**src/rtl/vga_board_if.sv**
```systemverilog
// Cell-write request bus for the board renderer: the requester drives a cell
// index and value, the renderer answers with wr_ready.
interface vga_board_if;
  logic       wr_valid;
  logic [3:0] wr_cell;
  logic [1:0] wr_val;
  logic       wr_ready;

  modport master (output wr_valid, output wr_cell, output wr_val, input wr_ready);
  modport slave  (input wr_valid, input wr_cell, input wr_val, output wr_ready);
endinterface

```
**src/rtl/vga_board_render.sv**
```systemverilog
// Draws a 3x3 game board over the VGA timing stream. Cell writes land in a shadow
// board that is copied to the displayed board on each vsync falling edge.
module vga_board_render #(
  parameter int GX0  = 170,
  parameter int GY0  = 90,
  parameter int CELL = 100,
  parameter int LINE = 2
) (
  input  logic        vgaclk,
  input  logic        rst,
  input  logic [9:0]  x,
  input  logic [9:0]  y,
  input  logic        hsync_i,
  input  logic        vsync_i,
  input  logic        blank_b_i,
  vga_board_if.slave  wr,
  output logic [7:0]  r,
  output logic [7:0]  g,
  output logic [7:0]  b,
  output logic        hsync_o,
  output logic        vsync_o,
  output logic        blank_b_o
);

  localparam logic [9:0] X0   = 10'(GX0);
  localparam logic [9:0] X1   = 10'(GX0 + CELL);
  localparam logic [9:0] X2   = 10'(GX0 + 2 * CELL);
  localparam logic [9:0] X3   = 10'(GX0 + 3 * CELL);
  localparam logic [9:0] Y0   = 10'(GY0);
  localparam logic [9:0] Y1   = 10'(GY0 + CELL);
  localparam logic [9:0] Y2   = 10'(GY0 + 2 * CELL);
  localparam logic [9:0] Y3   = 10'(GY0 + 3 * CELL);
  localparam logic [9:0] LW   = 10'(LINE);
  localparam logic [9:0] EDGE = 10'(CELL - LINE);

  function automatic logic [23:0] pick_colour(input logic blank_b, input logic in_grid,
                                              input logic line, input logic [1:0] st,
                                              input logic blink);
    if (!blank_b || !in_grid) return 24'h000000;
    if (line)                 return 24'hFFFFFF;
    case (st)
      2'd1:    return 24'hFF0000;
      2'd2:    return 24'h0000FF;
      2'd3:    return blink ? 24'hFFFF00 : 24'h000000;
      default: return 24'h000000;
    endcase
  endfunction

  // control state
  logic [8:0][1:0] shadow_q, shadow_d;
  logic [8:0][1:0] display_q, display_d;
  logic [4:0]      frm_q, frm_d;
  logic            vs_prev_q, vs_prev_d;
  logic            frame_evt;

  // stage 1 registers
  logic       hs_p1_q, hs_p1_d, vs_p1_q, vs_p1_d, blank_p1_q, blank_p1_d;
  logic       in_grid_p1_q, in_grid_p1_d;
  logic [1:0] col_p1_q, col_p1_d, row_p1_q, row_p1_d;
  logic [9:0] offx_p1_q, offx_p1_d, offy_p1_q, offy_p1_d;

  // stage 2 registers
  logic [23:0] rgb_p2_q, rgb_p2_d;
  logic        hs_p2_q, hs_p2_d, vs_p2_q, vs_p2_d, blank_p2_q, blank_p2_d;

  logic       line_p1;
  logic [3:0] cell_idx_p1;

  assign frame_evt   = vs_prev_q & ~vsync_i;
  assign wr.wr_ready = ~rst & ~frame_evt;

  always_comb begin
    shadow_d  = shadow_q;
    display_d = display_q;
    frm_d     = frm_q;
    vs_prev_d = vsync_i;
    if (frame_evt) begin
      display_d = shadow_q;
      frm_d     = frm_q + 5'd1;
    end else if (wr.wr_valid && (wr.wr_cell <= 4'd8)) begin
      shadow_d[wr.wr_cell] = wr.wr_val;
    end
  end

  // stage 0 -> 1: grid membership, cell coordinates and in-cell offsets
  always_comb begin
    hs_p1_d      = hsync_i;
    vs_p1_d      = vsync_i;
    blank_p1_d   = blank_b_i;
    in_grid_p1_d = (x >= X0) && (x < X3) && (y >= Y0) && (y < Y3);
    col_p1_d     = 2'd0;
    offx_p1_d    = x - X0;
    if (x >= X2) begin
      col_p1_d  = 2'd2;
      offx_p1_d = x - X2;
    end else if (x >= X1) begin
      col_p1_d  = 2'd1;
      offx_p1_d = x - X1;
    end
    row_p1_d  = 2'd0;
    offy_p1_d = y - Y0;
    if (y >= Y2) begin
      row_p1_d  = 2'd2;
      offy_p1_d = y - Y2;
    end else if (y >= Y1) begin
      row_p1_d  = 2'd1;
      offy_p1_d = y - Y1;
    end
  end

  // stage 1 -> 2: colour lookup; the far outer border is the tail of the last cell
  always_comb begin
    line_p1 = (offx_p1_q < LW) || (offy_p1_q < LW) ||
              ((col_p1_q == 2'd2) && (offx_p1_q >= EDGE)) ||
              ((row_p1_q == 2'd2) && (offy_p1_q >= EDGE));
    cell_idx_p1 = {2'b00, row_p1_q} + {2'b00, row_p1_q} + {2'b00, row_p1_q} + {2'b00, col_p1_q};
    rgb_p2_d   = pick_colour(blank_p1_q, in_grid_p1_q, line_p1,
                             display_q[cell_idx_p1], frm_q[4]);
    hs_p2_d    = hs_p1_q;
    vs_p2_d    = vs_p1_q;
    blank_p2_d = blank_p1_q;
  end

  always_ff @(posedge vgaclk) begin
    if (rst) begin
      shadow_q     <= '0;
      display_q    <= '0;
      frm_q        <= 5'd0;
      vs_prev_q    <= 1'b1;
      hs_p1_q      <= 1'b1;
      vs_p1_q      <= 1'b1;
      blank_p1_q   <= 1'b0;
      in_grid_p1_q <= 1'b0;
      col_p1_q     <= 2'd0;
      row_p1_q     <= 2'd0;
      offx_p1_q    <= 10'd0;
      offy_p1_q    <= 10'd0;
      rgb_p2_q     <= 24'h000000;
      hs_p2_q      <= 1'b1;
      vs_p2_q      <= 1'b1;
      blank_p2_q   <= 1'b0;
    end else begin
      shadow_q     <= shadow_d;
      display_q    <= display_d;
      frm_q        <= frm_d;
      vs_prev_q    <= vs_prev_d;
      hs_p1_q      <= hs_p1_d;
      vs_p1_q      <= vs_p1_d;
      blank_p1_q   <= blank_p1_d;
      in_grid_p1_q <= in_grid_p1_d;
      col_p1_q     <= col_p1_d;
      row_p1_q     <= row_p1_d;
      offx_p1_q    <= offx_p1_d;
      offy_p1_q    <= offy_p1_d;
      rgb_p2_q     <= rgb_p2_d;
      hs_p2_q      <= hs_p2_d;
      vs_p2_q      <= vs_p2_d;
      blank_p2_q   <= blank_p2_d;
    end
  end

  assign r         = rgb_p2_q[23:16];
  assign g         = rgb_p2_q[15:8];
  assign b         = rgb_p2_q[7:0];
  assign hsync_o   = hs_p2_q;
  assign vsync_o   = vs_p2_q;
  assign blank_b_o = blank_p2_q;

endmodule

```
**src/flat_wrapper.sv**
```systemverilog
// flat-port wrapper written by rule: the top's interface ports become plain ports
module vga_board_render_flat 
#(
  parameter int GX0  = 170,
  parameter int GY0  = 90,
  parameter int CELL = 100,
  parameter int LINE = 2
)
  (vgaclk, rst, x, y, hsync_i, vsync_i, blank_b_i, r, g, b, hsync_o, vsync_o, blank_b_o, wr_wr_valid, wr_wr_cell, wr_wr_val, wr_wr_ready);
  vga_board_if wr_i ();
  input  logic vgaclk;
  input  logic rst;
  input  logic [9:0] x;
  input  logic [9:0] y;
  input  logic hsync_i;
  input  logic vsync_i;
  input  logic blank_b_i;
  output logic [7:0] r;
  output logic [7:0] g;
  output logic [7:0] b;
  output logic hsync_o;
  output logic vsync_o;
  output logic blank_b_o;
  input wire logic [$bits(wr_i.wr_valid)-1:0] wr_wr_valid;
  input wire logic [$bits(wr_i.wr_cell)-1:0] wr_wr_cell;
  input wire logic [$bits(wr_i.wr_val)-1:0] wr_wr_val;
  output wire logic [$bits(wr_i.wr_ready)-1:0] wr_wr_ready;
  assign wr_i.wr_valid = wr_wr_valid;
  assign wr_i.wr_cell = wr_wr_cell;
  assign wr_i.wr_val = wr_wr_val;
  assign wr_wr_ready = wr_i.wr_ready;
  vga_board_render #(.GX0(GX0), .GY0(GY0), .CELL(CELL), .LINE(LINE)) u_core (.vgaclk(vgaclk), .rst(rst), .x(x), .y(y), .hsync_i(hsync_i), .vsync_i(vsync_i), .blank_b_i(blank_b_i), .wr(wr_i), .r(r), .g(g), .b(b), .hsync_o(hsync_o), .vsync_o(vsync_o), .blank_b_o(blank_b_o));
endmodule
```
**config.mk**
```make
export PLATFORM = sky130hd
export DESIGN_NAME = vga_board_render_flat
export DESIGN_NICKNAME = d
export VERILOG_FILES = /design/src/rtl/vga_board_if.sv /design/src/rtl/vga_board_render.sv /design/src/flat_wrapper.sv
export SDC_FILE = /design/constraint.sdc
export NUM_CORES = 1
export LEC_CHECK = 0
export ABC_AREA = 1
export BUFFER_PORTS_ARGS = -buffer_cell sky130_fd_sc_hd__buf_2
export CAP_MARGIN = 10
export CORE_UTILIZATION = 50
export CTS_CLUSTER_DIAMETER = 30
export DETAILED_ROUTE_END_ITERATION = 12
export PLACE_DENSITY = 0.74
export SLEW_MARGIN = 20
export SYNTH_ARGS = -nofsm -noshare
export SYNTH_HDL_FRONTEND = slang
export SYNTH_SLANG_ARGS = --single-unit
```
**constraint.sdc**
```tcl
create_clock -name vgaclk -period 2.7 [get_ports vgaclk]
set_input_delay 0.27 -clock vgaclk [delete_from_list [all_inputs] [get_ports vgaclk]]
set_output_delay 0.27 -clock vgaclk [all_outputs]
set_load 0.05 [all_outputs]
```
==> results of run 1 <==
[cells by family (layout without fill, tap and decap cells)]
logic type      count (synthesis)  after routing
compound gates                 95             95
buf+inv                       105            139
simple gates                  348            348
xor+xnor                       24             24
fa+ha+maj                      12             12
flops                          73             73
[area by class of cell]
type	count	share of cell area
Inverter	60	0.0480
Timing Repair Buffer	64	0.0706
Multi-Input combinational cell	479	0.502
Tap cell	105	0.0279
Sequential cell	73	0.310
Clock buffer	12	0.0329
Clock inverter	3	0.00849
[stage by stage]
stage / setup slack (ns) / hold slack (ns)
floorplan: 0.449 / 0.342
global placement: 0.387 / 0.397
detailed placement: 0.297 / 0.400
CTS: 0.289 / 0.104
global route: 0.0537 / 0.102
finish: 0.292 / 0.110
[state kept, by name (all words and copies together), names as in the netlist, 2 cells and up]
signal / count
u_core.rgb_p2_q: 3
u_core.row_p1_q: 2
u_core.frm_q: 5
u_core.offy_p1_q: 9
u_core.display_q: 18
u_core.col_p1_q: 2
u_core.shadow_q: 18
u_core.offx_p1_q: 9
[report_power, final]
group,switching [mW],total [mW],internal [mW]
Combinational,0.318,0.487,0.169
Clock,0.370,0.839,0.469
Sequential,0.0276,1.16,1.13
[cell usage after synthesis (all sizes together), types with 2 or more instances]
cell type | instances | area [µm²]
dfxtp | 73 | 1460
fa | 2 | 40.0
clkbuf | 9 | 35.0
ha | 10 | 125
o211ai | 3 | 22.5
nand3b | 3 | 22.5
nand4 | 7 | 43.8
nor2 | 106 | 438
or2 | 3 | 18.8
o21ai | 49 | 245
xor2 | 24 | 210
nor3 | 11 | 55.1
nand2 | 167 | 637
a21oi | 38 | 201
clkinv | 3 | 12.5
buf | 36 | 262
nand3 | 50 | 265
inv | 57 | 214
[placed cells by master, fill, tap and decap left out, types with 3 or more instances in the layout]
cell type | Yosys | final
clkinv_2 | 1 | 3
dfxtp_1 | 73 | 73
buf_2 | 5 | 59
a21oi_2 | 3 | 3
nand2_1 | 163 | 163
xor2_1 | 24 | 24
nand3_1 | 47 | 47
buf_4 | 26 | 5
a21oi_1 | 35 | 35
nand2_2 | 4 | 4
o211ai_1 | 3 | 3
inv_2 | 4 | 4
ha_1 | 10 | 10
nand3b_1 | 3 | 3
nand4_1 | 7 | 7
nor2_4 | 5 | 5
clkbuf_8 | 0 | 11
inv_1 | 53 | 53
nand3_2 | 3 | 3
nor2_1 | 100 | 100
o21ai_0 | 48 | 48
nor3_1 | 11 | 11
or2_2 | 3 | 3
[worst max-delay path: cells and delay by family (launching register included)]
kind | cells | cell delay (ns)
adder cells (fa/ha/maj) | 3 | 1.15
AND/OR/NAND/NOR | 7 | 0.56
flip-flops | 1 | 0.41
AO/OA/AOI/OAI | 1 | 0.18
[routing by layer]
layer	global-route usage	up-vias	share of wire
met1	0.264	1749	0.46
met5	0	-	0
met4	0.0871	0	0.021
li1	-	2133	-
met2	0.404	77	0.49
met3	0.0423	22	0.034
[worst max path at each step]
stage	from	end	slack, ns	depth (start not counted)
2_1_floorplan	u_core.row_p1_q[1]	u_core.rgb_p2_q[15]	0.45	11
3_3_place_gp	u_core.row_p1_q[1]	u_core.rgb_p2_q[7]	0.39	11
3_5_place_dp	u_core.row_p1_q[1]	u_core.rgb_p2_q[7]	0.30	11
4_1_cts	u_core.row_p1_q[1]	u_core.rgb_p2_q[7]	0.29	11
5_1_grt	u_core.row_p1_q[1]	u_core.rgb_p2_q[15]	0.05	11
6_report	u_core.row_p1_q[1]	u_core.rgb_p2_q[7]	0.29	11
==> results.sh, run 1 <==
export IMPL_hold_start="hsync_i"
export IMPL_place_hpwl_mm=7.27
export IMPL_min_period_over_period=0.892
export IMPL_post_route_min_period_ns=2.41
export IMPL_total_power_mw=2.49
export IMPL_pin_count=60
export IMPL_place_gp_congestion=0.885
export IMPL_nNetsFinal=731
export IMPL_ctsResizeCount=0
export IMPL_viasPerCell=5.00
export IMPL_routedWlPerCell_um=12.0
export IMPL_timing_fmax_ghz=0.415
export IMPL_min_path_type="input port to flip-flop"
export IMPL_die_x_um=95.3
export IMPL_hold_viol=0
export IMPL_drc=0
export IMPL_cts_htree_levels=3
export IMPL_dr_first_iter_drc_count=130
export IMPL_placed_cell_area_mm2=0.00452
export IMPL_synth_xor_area_share=0.0483
export IMPL_synth_compound_area_share=0.117
export IMPL_whs_path_depth=2
export IMPL_slew_headroom=0.387
export IMPL_grt_pass1_vias=3731
export IMPL_start_util=0.522
export IMPL_cts_buffers=9
export IMPL_yosysSeqAreaShare=0.336
export IMPL_dieArea_mm2=0.00909
export IMPL_finalSetupViolCount=0
export IMPL_stdcell_area_mm2=0.00472
export IMPL_clk_latency_ns=0.34
export IMPL_yosys_warnings=0
export IMPL_r2r_end="u_core.rgb_p2_q[7]"
export IMPL_rsz0062_at_grt="false"
export IMPL_syn_inst=657
export IMPL_dr_pass1_iters=5
export IMPL_status="complete, no violations"
export IMPL_num_rows=33
export IMPL_syn_to_final_growth_pct=8.33
export IMPL_crit_chain="fa_1, ha_1, fa_1, nor2_1, nand3_1, nand2_1, nor2_1, nand2_1, nand2_1, o21bai_1, nor2_1"
export IMPL_post_cts_buffers=0
export IMPL_crit_path_max_incr_delay_ns=0.49
export IMPL_path_class="flip-flop to flip-flop"
export IMPL_syn_area_per_cell_um2=6.63
export IMPL_utilization=0.566
export IMPL_synth_top_family_by_area="simple AND/OR/NAND/NOR gates"
export IMPL_cts_path_max_buffers=2
export IMPL_arrival_ns=2.64
export IMPL_tightest_slew_ns=0.919
export IMPL_vias=3981
export IMPL_regToRegSetupSlack_ns=0.29
export IMPL_required_ns=2.93
export IMPL_cts_tree="yes"
export IMPL_ys_flop_type="dfxtp_1"
export IMPL_finClkSkew_ns=0.00750
export IMPL_synth_mux_area_fraction=0
export IMPL_multi_input_comb_area_mm2=0.00237
export IMPL_antennaDiodeCount=0
export IMPL_seq_area_mm2=0.00146
export IMPL_power_leakage_nw=2.35
export IMPL_synth_seq_cells=73
export IMPL_port_buffers=59
export IMPL_max_cap_viol_count=0
export IMPL_grt_overflow_total=0
export IMPL_reg2reg_depth=11
export IMPL_ir_drop_uv=246
export IMPL_ys_types=36
export IMPL_tns_ns=0
export IMPL_synth_nets=701
export IMPL_synth_area_mm2=0.00435
export IMPL_critPathCaptureType="flip-flop"
export IMPL_crit_fanout=4
export IMPL_hold_buffers=0
export IMPL_grt_pass1_wl_mm=16.1
export IMPL_slew_viol_final=0
export IMPL_wirelength_mm=9.57
export IMPL_track_usage=0.226
export IMPL_cts_sinks=73
export IMPL_cp_start_kind="flip-flop"
export IMPL_grt_max_degree=36
export IMPL_clockRootBuffer="clkbuf_8"
export IMPL_die_h_um=95.3
export IMPL_drive_above_1_share=0.148
export IMPL_post_place_cells=781
export IMPL_whs_endpoint="u_core.hs_p1_q"
export IMPL_synth_simple_area_share=0.341
export IMPL_synth_edff_count=0
export IMPL_synthArstFlopShare=0
export IMPL_fillers=845
export IMPL_crit_path_top_delay_cell="fa_1"
export IMPL_cts_reportedPaths_clkPinSlew_ns=0.07
export IMPL_regToRegStartpoint="u_core.row_p1_q[1]"
export IMPL_synth_adder_area_share=0.0379
export IMPL_coreArea_mm2=0.00834
export IMPL_ant_nets=0
export IMPL_final_cells=796
export IMPL_powerDensity_mw_per_mm2=527
export IMPL_antenna_found_initial=0
Power figures use the tool's default switching activity.
==> run 2: changes to the inputs <==
CELL_PAD_IN_SITES_DETAIL_PLACEMENT = 0   (was not set)
CELL_PAD_IN_SITES_GLOBAL_PLACEMENT = 1   (was not set)
CORE_UTILIZATION = 41   (was 50)
PLACE_DENSITY = 0.83   (was 0.74)
==> results.sh, run 2 (synthesis gave the netlist of run 1 again) <==
export IMPL_status="complete, no violations"
export IMPL_ctsResizeCount=0
export IMPL_fillers=1121
export IMPL_arrival_ns=2.63
export IMPL_vias=4002
export IMPL_finalSetupViolCount=0
export IMPL_pin_count=60
export IMPL_slew_headroom=0.691
export IMPL_crit_fanout=4
export IMPL_cts_buffers=9
export IMPL_clockRootBuffer="clkbuf_8"
export IMPL_critPathCaptureType="flip-flop"
export IMPL_drc=0
export IMPL_die_x_um=105
export IMPL_routedWlPerCell_um=12.2
export IMPL_cts_path_max_buffers=2
export IMPL_syn_to_final_growth_pct=10.3
export IMPL_coreArea_mm2=0.0103
export IMPL_max_cap_viol_count=0
export IMPL_reg2reg_depth=11
export IMPL_finClkSkew_ns=0.0102
export IMPL_nNetsFinal=730
export IMPL_min_path_type="input port to flip-flop"
export IMPL_cts_sinks=73
export IMPL_slew_viol_final=0
export IMPL_post_route_min_period_ns=2.39
export IMPL_ir_drop_uv=293
export IMPL_grt_pass1_wl_mm=17.1
export IMPL_place_gp_congestion=0.868
export IMPL_cp_start_kind="flip-flop"
export IMPL_die_h_um=105
export IMPL_dr_pass1_iters=4
export IMPL_tightest_slew_ns=0.457
export IMPL_dieArea_mm2=0.0110
export IMPL_hold_buffers=0
export IMPL_p_sw_frac=0.280
export IMPL_total_power_mw=2.70
export IMPL_cts_reportedPaths_clkPinSlew_ns=0.08
export IMPL_regToRegSetupSlack_ns=0.31
export IMPL_final_cells=827
export IMPL_viasPerCell=4.84
export IMPL_seq_power_share=0.431
export IMPL_ant_nets=0
export IMPL_power_leakage_nw=2.36
export IMPL_multi_input_comb_area_mm2=0.00237
export IMPL_hold_viol=0
export IMPL_powerDensity_mw_per_mm2=561
export IMPL_start_util=0.422
export IMPL_post_cts_buffers=0
export IMPL_layout_setup_ws_ns=0.309
export IMPL_met3_usage=0.0281
export IMPL_grt_pass1_vias=3851
export IMPL_met2_usage=0.348
export IMPL_antennaDiodeCount=0
export IMPL_path_class="flip-flop to flip-flop"
export IMPL_antenna_found_initial=0
export IMPL_rsz0062_at_grt="false"
export IMPL_seq_area_mm2=0.00146
export IMPL_cts_htree_levels=3
export IMPL_port_buffers=59
export IMPL_clk_latency_ns=0.35
export IMPL_grt_max_degree=44
export IMPL_p_clk_frac=0.389
export IMPL_p_int_mw=1.94
export IMPL_required_ns=2.94
export IMPL_cts_tree="yes"
export IMPL_timing_fmax_ghz=0.418
export IMPL_tns_ns=0
export IMPL_whs_path_depth=2
export IMPL_layout_common_cells="nand2_1 (163), nor2_1 (100), dfxtp_1 (73)"
export IMPL_reg_top3="u_core.display_q x18, u_core.shadow_q x18"
export IMPL_place_hpwl_mm=7.69
export IMPL_drive_above_1_share=0.149
export IMPL_track_usage=0.191
export IMPL_met1_usage=0.227
export IMPL_combPwrFrac=0.181
export IMPL_grt_overflow_total=0
export IMPL_dr_first_iter_drc_count=144
export IMPL_top_usage_layer="met2"
export IMPL_mostFrequentLayoutCell="nand2_1"
export IMPL_post_place_cells=811
export IMPL_dp_slack_ns=0.295
export IMPL_wirelength_mm=10.1
export IMPL_p_switching_uw=754
export IMPL_worst_hold_slack_ns=0.109
export IMPL_num_rows=37
export IMPL_min_period_over_period=0.885
run 2: power groups by stage:
stage | clock network [mW] | registers (mW) | logic (mW)
after detailed placement | 0 | 1.19 | 0.488
after global placement | 0 | 1.18 | 0.481
after global routing | 1.12 | 1.17 | 0.561
final | 1.05 | 1.16 | 0.487
after floorplan | 0 | 1.18 | 0.376
after CTS | 1.07 | 1.16 | 0.491
run 2: area by class of cell:
cell class,instances,area share
Clock inverter,6,0.0237
Multi-Input combinational cell,479,0.493
Clock buffer,10,0.0286
Timing Repair Buffer,63,0.0677
Sequential cell,73,0.304
Inverter,60,0.0471
Tap cell,136,0.0354
run 2: metal layers:
metal / vias up / share of wire
li1: 2126 / -
met1: 1819 / 0.46
met2: 45 / 0.51
met3: 12 / 0.023
met4: 0 / 0.012
met5: - / 0
run 2: stage by stage:
| step | cell area (µm²) | util |
|---|---|---|
| finish | 4800 | 0.465 |
| global route | 4800 | 0.465 |
| CTS | 4800 | 0.465 |
| detailed placement | 4550 | 0.441 |
| global placement | 4550 | 0.441 |
| floorplan | 4350 | - |
run 2: worst max-delay path: stages, from the launching register on:
cell,delay [ns]
dfxtp_1,0.41
fa_1,0.44
ha_1,0.22
fa_1,0.49
nor2_1,0.19
nand3_1,0.10
nand2_1,0.06
nor2_1,0.04
nand2_1,0.05
nand2_1,0.06
o21bai_1,0.18
nor2_1,0.06
run 2: final timing paths:
path | start | to
max | u_core.row_p1_q[1] | u_core.rgb_p2_q[7]
min reg2reg | u_core.hs_p1_q | u_core.hsync_o
max reg2reg | u_core.row_p1_q[1] | u_core.rgb_p2_q[7]
min | hsync_i | u_core.hs_p1_q
